<file path="config.mk">
export PLATFORM = sky130hd
export DESIGN_NAME = lcd_timing_gen
export DESIGN_NICKNAME = d
export VERILOG_FILES = /design/src/rtl/lcd_timing_gen.sv
export SDC_FILE = /design/constraint.sdc
export NUM_CORES = 1
export LEC_CHECK = 0
export ABC_AREA = 1
export BUFFER_PORTS_ARGS = -buffer_cell sky130_fd_sc_hd__clkbuf_2
export CORE_MARGIN = 4
export CORE_UTILIZATION = 45
export DETAILED_ROUTE_END_ITERATION = 16
export PLACE_DENSITY = 0.68
export SYNTH_ARGS = -nofsm -noshare
export SYNTH_HDL_FRONTEND = slang
export SYNTH_SLANG_ARGS = --single-unit
</file>
<file path="constraint.sdc">
create_clock -name clock_i -period 2.1 [get_ports clock_i]
set_input_delay 0.105 -clock clock_i [delete_from_list [all_inputs] [get_ports clock_i]]
set_output_delay 0.105 -clock clock_i [all_outputs]
set_load 0.005 [all_outputs]
</file>
<file path="src/rtl/lcd_timing_gen.sv">
// Parallel RGB LCD timing generator with PLL-lock power-up sequencing.
// Outputs are registered from the next-cycle counter values, so all of them describe the same (h,v).
module lcd_timing_gen #(
  parameter int H_ACTIVE  = 480,
  parameter int H_FP      = 2,
  parameter int H_SYNC    = 41,
  parameter int H_BP      = 2,
  parameter int V_ACTIVE  = 272,
  parameter int V_FP      = 2,
  parameter int V_SYNC    = 10,
  parameter int V_BP      = 2,
  parameter int LOCK_WAIT = 1024,
  parameter int PWR_DELAY = 4096
) (
  input  logic       clock_i,
  input  logic       reset_i,
  input  logic       pll_locked_i,
  output logic       hsync_o,
  output logic       vsync_o,
  output logic       de_o,
  output logic [9:0] x_o,
  output logic [9:0] y_o,
  output logic       frame_start_o,
  output logic       disp_en_o,
  output logic       bl_en_o,
  output logic       running_o,
  output logic [1:0] state_o
);

  localparam int H_TOTAL = H_ACTIVE + H_FP + H_SYNC + H_BP;
  localparam int V_TOTAL = V_ACTIVE + V_FP + V_SYNC + V_BP;
  localparam int CNT_MAX = (LOCK_WAIT > PWR_DELAY) ? LOCK_WAIT : PWR_DELAY;
  localparam int CW      = $clog2(CNT_MAX + 1);

  localparam logic [10:0] H_LAST = 11'(H_TOTAL - 1);
  localparam logic [10:0] V_LAST = 11'(V_TOTAL - 1);
  localparam logic [10:0] H_ACT  = 11'(H_ACTIVE);
  localparam logic [10:0] V_ACT  = 11'(V_ACTIVE);
  localparam logic [10:0] HS_BEG = 11'(H_ACTIVE + H_FP);
  localparam logic [10:0] HS_END = 11'(H_ACTIVE + H_FP + H_SYNC);
  localparam logic [10:0] VS_BEG = 11'(V_ACTIVE + V_FP);
  localparam logic [10:0] VS_END = 11'(V_ACTIVE + V_FP + V_SYNC);

  localparam logic [CW-1:0] LOCK_DONE = CW'(LOCK_WAIT);
  localparam logic [CW-1:0] PWR_DONE  = CW'(PWR_DELAY - 1);
  localparam logic [CW-1:0] CNT_ONE   = CW'(1);

  typedef enum logic [1:0] {
    S_IDLE   = 2'd0,
    S_SETTLE = 2'd1,
    S_PWR_ON = 2'd2,
    S_RUN    = 2'd3
  } state_t;

  state_t        state_q;
  logic [CW-1:0] cnt_q;
  logic [10:0]   h_q, v_q;

  logic [10:0] h_d, v_d;
  logic        de_d, hs_d, vs_d, fs_d;
  logic        load_run;
  logic        go_safe;

  // Outside RUN the next position is (0,0), which is exactly the first RUN pixel.
  always_comb begin
    h_d = '0;
    v_d = '0;
    if (state_q == S_RUN) begin
      if (h_q == H_LAST) begin
        h_d = '0;
        v_d = (v_q == V_LAST) ? 11'd0 : v_q + 11'd1;
      end else begin
        h_d = h_q + 11'd1;
        v_d = v_q;
      end
    end
    de_d = (h_d < H_ACT) && (v_d < V_ACT);
    hs_d = !((h_d >= HS_BEG) && (h_d < HS_END));
    vs_d = !((v_d >= VS_BEG) && (v_d < VS_END));
    fs_d = (h_d == 11'd0) && (v_d == 11'd0);
  end

  assign load_run = (state_q == S_RUN) || ((state_q == S_PWR_ON) && (cnt_q == PWR_DONE));
  assign go_safe  = reset_i || ((state_q != S_IDLE) && !pll_locked_i);
  assign state_o  = state_q;

  always_ff @(posedge clock_i) begin
    if (go_safe) begin
      state_q       <= S_IDLE;
      cnt_q         <= '0;
      h_q           <= '0;
      v_q           <= '0;
      hsync_o       <= 1'b1;
      vsync_o       <= 1'b1;
      de_o          <= 1'b0;
      x_o           <= '0;
      y_o           <= '0;
      frame_start_o <= 1'b0;
      disp_en_o     <= 1'b0;
      bl_en_o       <= 1'b0;
      running_o     <= 1'b0;
    end else begin
      case (state_q)
        S_IDLE: begin
          cnt_q <= '0;
          if (pll_locked_i) state_q <= S_SETTLE;
        end
        S_SETTLE: begin
          if (cnt_q == LOCK_DONE) begin
            state_q   <= S_PWR_ON;
            cnt_q     <= '0;
            disp_en_o <= 1'b1;
          end else begin
            cnt_q <= cnt_q + CNT_ONE;
          end
        end
        S_PWR_ON: begin
          if (cnt_q == PWR_DONE) begin
            state_q   <= S_RUN;
            cnt_q     <= '0;
            running_o <= 1'b1;
          end else begin
            cnt_q <= cnt_q + CNT_ONE;
          end
        end
        S_RUN: begin
          // Only a wrap back to (0,0) can raise fs_d here, i.e. the second frame start onward.
          bl_en_o <= bl_en_o | fs_d;
        end
        default: state_q <= S_IDLE;
      endcase
      if (load_run) begin
        h_q           <= h_d;
        v_q           <= v_d;
        hsync_o       <= hs_d;
        vsync_o       <= vs_d;
        de_o          <= de_d;
        x_o           <= de_d ? h_d[9:0] : 10'd0;
        y_o           <= de_d ? v_d[9:0] : 10'd0;
        frame_start_o <= fs_d;
      end
    end
  end

endmodule

</file>
==> results of run 1 <==
[power by group]
part | switching [W] | leakage, nW | internal [W]
combinational | 0.000367 | 1.49 | 0.000198
clock | 0.000533 | 0.101 | 0.000560
sequential | 0.0000311 | 0.522 | 0.00125
total | 0.000931 | 2.11 | 0.00201
[flip-flops by register name, indices dropped and copies added, names as in the netlist]
name           flops
bl_en_o            1
cnt_q             13
de_o               1
disp_en_o          1
frame_start_o      1
h_q               11
hsync_o            1
running_o          1
state_o            2
v_q               11
vsync_o            1
x_o               10
y_o               10
[cells by family after synthesis]
kind of cell,synth area share (%)
AND/OR/NAND/NOR,39.4
adder cells (fa/ha/maj),3.79
AO/OA/AOI/OAI,9.48
XOR/XNOR,1.93
flip-flops,35.3
buffers and inverters,10.1
[metrics by stage]
stage	total power (W)	hold slack, ns	TNS, ns	utilization, %
global placement	0.00183	0.427	-0.0311	52.0
detailed placement	0.00184	0.429	-0.743	52.0
finish	0.00294	0.112	0	58.5
floorplan	0.00163	0.321	0	-
CTS	0.00294	0.105	0	55.0
global route	0.00310	0.148	-0.155	58.5
[final cells by class]
cell class / count / area, um2 / share of cell area, %
inverter: 74 / 280 / 6.17
clock inverter: 7 / 77.6 / 1.71
tap: 102 / 128 / 2.81
timing repair buffer: 66 / 459 / 10.1
sequential: 64 / 1300 / 28.6
clock buffer: 9 / 124 / 2.73
multi-input combinational: 403 / 2170 / 47.9
[layout by cell type, fill, tap and decap left out, drive strengths merged, types with 4 or more instances in the layout]
master	n
a21oi	49
buf	35
clkbuf	40
clkinv	4
dfxtp	64
ha	11
inv	75
nand2	159
nand3	67
nand4	15
nor2	62
nor3	10
o21ai	12
xor2	7
[critical path: stages, from the launching register on]
cell and delay, ns:
dfxtp_4 0.37, inv_2 0.08, ha_4 0.14, nand2_1 0.05, nor2_1 0.10, nand3_1 0.11, nand2_2 0.12, buf_6 0.12
inv_4 0.05, o31ai_1 0.09, nand2_1 0.12, nor2_1 0.12, nand2_1 0.08, nor2_2 0.12, nand3_1 0.08, a21oi_1 0.14
[per-layer routing]
metal | track usage [%] | share of wire (%)
met2 | 31.3 | 46
met3 | 4.43 | 5.7
met4 | 9.27 | 2.5
met1 | 27.8 | 46
met5 | 0 | 0
[path summary, 6_finish.rpt]
kind / startpoint / end / slack (ns) / cells past startpoint
worst min-delay path: reset_i / cnt_q[1] / 0.11 / 4
worst min register to register: y_o[9] / y_o[9] / 0.44 / 2
worst max register to register: h_q[0] / bl_en_o / 0.12 / 15
worst max-delay path: h_q[0] / bl_en_o / 0.12 / 15
[what timing repair did]
item	in CTS	in global routing
hold endpoints to repair	0	0
gates resized for setup	2	54
setup endpoints to repair	20	23
cloned	2	1
buffers inserted	0	11
pin swaps	2	22
==> flow_metrics.env, run 1 <==
export IMPL_grt_pass1_vias=3439
export IMPL_seq_area_frac_synth_pct=35.3
export IMPL_root_buffer="clkbuf_8"
export IMPL_synth_edf_count=0
export IMPL_criticalPathCategory="reg -> reg"
export IMPL_nets=632
export IMPL_boundaryPins=32
export IMPL_synth_area_um2=3630
export IMPL_synthesis_yosys_warnings=0
export IMPL_synth_seq_cells=64
export IMPL_layout_setup_ws_ns=0.121
export IMPL_cts_path_max_buffers=2
export IMPL_drt_iter0_markers=225
export IMPL_die_w_um=97.8
export IMPL_synth_top_cell_area_share_pct=35.3
export IMPL_slew_viol_final=0
export IMPL_yosys_cell_count_top_type="nand2_1"
export IMPL_timing_critical_path_arrival_ns=2.26
export IMPL_synth_avg_cell_area_um2=6.54
export IMPL_htree_levels=3
export IMPL_cts_hold_buf=0
export IMPL_p_per_area_nw_per_um2=647
export IMPL_area_growth_syn_to_layout_pct=25.2
export IMPL_grt_pass1_wl_um=16300
export IMPL_layout_filler_cells=735
export IMPL_post_dp_hpwl_um=6940
export IMPL_final_antenna_net_count=0
export IMPL_stdcell_count=725
export IMPL_worst_slew_pin_slew_ns=0.448
export IMPL_final_min_period_over_clock_period_pct=94.2
export IMPL_syn_nets=569
export IMPL_routed_wirelength_um=9900
export IMPL_grt_max_degree=42
export IMPL_tritoncts_buffers=9
export IMPL_critPathLaunchType="flip-flop"
export IMPL_die_y_um=97.8
export IMPL_crit_path_max_fanout=6
export IMPL_core_region_area_um2=7770
export IMPL_drt_drc_violations_left=0
export IMPL_fp_row_count=32
export IMPL_setup_violations_final=0
export IMPL_hp_class="in -> reg"
export IMPL_buffer_ports_inserted=31
export IMPL_dp_cells=695
export IMPL_start_util_pct=46.7
export IMPL_vdd_ir_drop_max_v=0.000597
export IMPL_synth_lib_cells_used_distinct=35
export IMPL_synth_async_reset_ratio_pct=0
export IMPL_die_area_um2=9570
export IMPL_synthCells=555
export IMPL_track_usage_pct=20.5
export IMPL_detailed_route_via_count=3818
export IMPL_clock_skew_ns=0.0136
export IMPL_drive_above_1_share_pct=24.2
export IMPL_diodes=0
export IMPL_preCtsSetupSlack_ns=-0.0884
export IMPL_routabilityCongestion=0.918
export IMPL_cells_taking_the_most_area_after_synthesis="dfxtp_1, nand2_1, nand3_1, inv_1, a21oi_1"
export IMPL_worst_skew_pair_late_latency_ns=0.35
export IMPL_max_cap_viol_count=0
export IMPL_avgRoutedWirePerCell_um=13.6
export IMPL_max_freq_mhz=505
export IMPL_crit_path_end_kind="flip-flop"
export IMPL_library_cell_with_the_largest_summed_area_after_synthesis="dfxtp_1"
export IMPL_grt_setup_unrepaired="yes"
export IMPL_worst_slew_margin_rel_pct=70.1
export IMPL_ys_dominant_reg_cell="dfxtp_1"
export IMPL_drt_first_pass_iters=5
export IMPL_status="finished clean"
export IMPL_clkTransAtPathRegs_ns=0.08
export IMPL_antenna_violations_before_repair=0
export IMPL_synth_top_cells_by_count="nand2_1, inv_1, dfxtp_1"
export IMPL_cts_tree="yes"
export IMPL_overflow=0
export IMPL_drt_vias_per_instance=5.27
export IMPL_clock_sinks=64
export IMPL_critPathRequiredTime_ns=2.38
export IMPL_power_static_leakage_nw=2.11
export IMPL_final_hold_viol_count=0
export IMPL_finalCriticalPeriod_ns=1.98
export IMPL_placed_area_um2=4040
export IMPL_post_route_cell_area_um2=4540
Power figures use the tool's default switching activity.
==> run 2: changes to the inputs <==
GPL_TIMING_DRIVEN = 0   (was default)
==> flow_metrics.env, run 2 (synthesized netlist as in run 1, its figures left out) <==
export IMPL_clockPowerShare_pct=40.2
export IMPL_largest_register="cnt_q"
export IMPL_power_static_leakage_nw=2.03
export IMPL_total_switching_power_w=0.000918
export IMPL_largest_reg_flops=13
export IMPL_core_region_area_um2=7770
export IMPL_root_buffer="clkbuf_8"
export IMPL_drt_vias_per_instance=5.21
export IMPL_boundaryPins=32
export IMPL_post_dp_hpwl_um=7020
export IMPL_clock_skew_ns=0.0112
export IMPL_grt_setup_unrepaired="yes"
export IMPL_die_y_um=97.8
export IMPL_criticalPathCategory="reg -> reg"
export IMPL_start_util_pct=46.7
export IMPL_buffer_ports_inserted=31
export IMPL_cts_hold_buf=0
export IMPL_crit_path_max_fanout=10
export IMPL_overflow=0
export IMPL_cp_slowest_cell="dfxtp_4"
export IMPL_die_area_um2=9570
export IMPL_r2r_path_start="h_q[0]"
export IMPL_grt_pass1_vias=3330
export IMPL_timing_critical_path_from="h_q[0]"
export IMPL_biggestRegsByFlops="cnt_q (13), h_q (11), v_q (11)"
export IMPL_drive_above_1_share_pct=22.3
export IMPL_drt_iter0_markers=255
export IMPL_crit_path_end_kind="flip-flop"
export IMPL_hp_class="in -> reg"
export IMPL_max_cap_viol_count=0
export IMPL_max_freq_mhz=487
export IMPL_total_power_w=0.00304
export IMPL_final_hold_viol_count=0
export IMPL_area_growth_syn_to_layout_pct=22.3
export IMPL_grt_max_degree=13
export IMPL_track_usage_pct=20.4
export IMPL_crit_chain="inv_4 -> ha_4 -> inv_1 -> nor2_2 -> nand3_2 -> nor2_4 -> nand2_2 -> nand3_2 -> inv_2 -> nor2_2 -> nand3_4 -> buf_6 -> nand3_1 -> a21oi_1"
export IMPL_clock_sinks=64
export IMPL_finalCriticalPeriod_ns=2.05
export IMPL_tritoncts_buffers=9
export IMPL_critPathRequiredTime_ns=2.32
export IMPL_layout_setup_ws_ns=0.0465
export IMPL_timing_setup_tns_ns=0
export IMPL_clkTransAtPathRegs_ns=0.08
export IMPL_htree_levels=3
export IMPL_layout_cells_most_common_list="nand2_1, inv_1, dfxtp_1, nand3_1"
export IMPL_status="finished clean"
export IMPL_final_common_cell="nand2_1"
export IMPL_p_per_area_nw_per_um2=684
export IMPL_detailed_route_via_count=3739
export IMPL_cts_path_max_buffers=2
export IMPL_hold_slack_ns=0.113
export IMPL_die_w_um=97.8
export IMPL_r2r_end="x_o[5]"
export IMPL_power_internal_w=0.00212
export IMPL_reg2regPathDepth=14
export IMPL_cts_tree="yes"
export IMPL_ff2ff_setup_slack_ns=0.05
export IMPL_worst_skew_pair_late_latency_ns=0.34
export IMPL_final_min_period_over_clock_period_pct=97.8
export IMPL_worst_setup_path_endpoint="x_o[5]"
export IMPL_cpPeakStageDelay_ns=0.37
export IMPL_sw_frac_of_total_pct=30.2
export IMPL_drt_drc_violations_left=0
export IMPL_antenna_violations_before_repair=0
export IMPL_worst_slew_pin_slew_ns=0.726
export IMPL_stdcell_count=717
export IMPL_layout_filler_cells=759
export IMPL_fp_row_count=32
export IMPL_nets=624
export IMPL_setup_violations_final=0
export IMPL_timing_critical_path_arrival_ns=2.27
export IMPL_combinationalPowerShare_pct=17.0
export IMPL_grt_pass1_wl_um=16100
export IMPL_routed_wirelength_um=9690
export IMPL_worst_slew_margin_rel_pct=51.6
export IMPL_drt_first_pass_iters=5
export IMPL_final_antenna_net_count=0
export IMPL_avgRoutedWirePerCell_um=13.5
export IMPL_preCtsSetupSlack_ns=-0.619
export IMPL_slew_viol_final=0
export IMPL_routabilityCongestion=0.891
export IMPL_dp_cells=688
export IMPL_diodes=0
export IMPL_critPathLaunchType="flip-flop"
export IMPL_vdd_ir_drop_max_v=0.000695
export IMPL_share_seq_of_total_power_pct=42.8
[run 2: worst min path at each step]
stage,start,end,slack [ns],depth (start not counted)
final,reset_i,h_q[5],0.11,4
after global routing,reset_i,h_q[5],0.13,4
after floorplan,reset_i,h_q[5],0.32,3
after detailed placement,x_o[9],x_o[9],0.44,2
after global placement,y_o[9],y_o[9],0.43,2
after CTS,reset_i,h_q[5],0.10,4
[run 2: cell type report]
type	count	area [um2]	share of cell area (%)
Clock inverter	6	91.3	2.06
Clock buffer	10	138	3.10
Buffer	17	109	2.45
Sequential cell	64	1300	29.2
Tap cell	102	128	2.87
Timing Repair Buffer	44	256	5.78
Multi-Input combinational cell	400	2140	48.1
Inverter	74	287	6.45
[run 2: repair_timing]
action,4_1_cts,5_1_grt
pin swaps,7,5
buffers inserted,9,4
endpoints found under the setup margin,55,55
gates resized for setup,23,52
[run 2: worst max-delay path: cells and delay by family (launching register included)]
kind,cells,cell delay [ns]
AO/OA/AOI/OAI,1,0.07
adder cells (fa/ha/maj),1,0.15
buffers and inverters,4,0.34
flip-flops,1,0.37
AND/OR/NAND/NOR,8,0.98
[run 2: power by group through the flow]
stage          combinational (W)  clock [W]  sequential, W
2_1_floorplan           0.000312          0        0.00132
3_3_place_gp            0.000469          0        0.00132
5_1_grt                 0.000587    0.00130        0.00131
6_report                0.000516    0.00122        0.00130
4_1_cts                 0.000493    0.00124        0.00130
3_5_place_dp            0.000472          0        0.00132
[run 2: through the flow]
step | instance area, um2 | utilization [%]
after global routing | 4440 | 57.2
after CTS | 4280 | 55.2
after detailed placement | 3910 | 50.4
after floorplan | 3630 | -
final | 4440 | 57.2
after global placement | 3910 | 50.4
[run 2: routing by layer]
layer	vias to the layer above	GRT usage, %	wire [um]
met3	9	3.21	451
met5	-	0	0
li1	1892	-	-
met2	95	31.4	4480
met1	1743	29.0	4640
met4	0	7.14	124
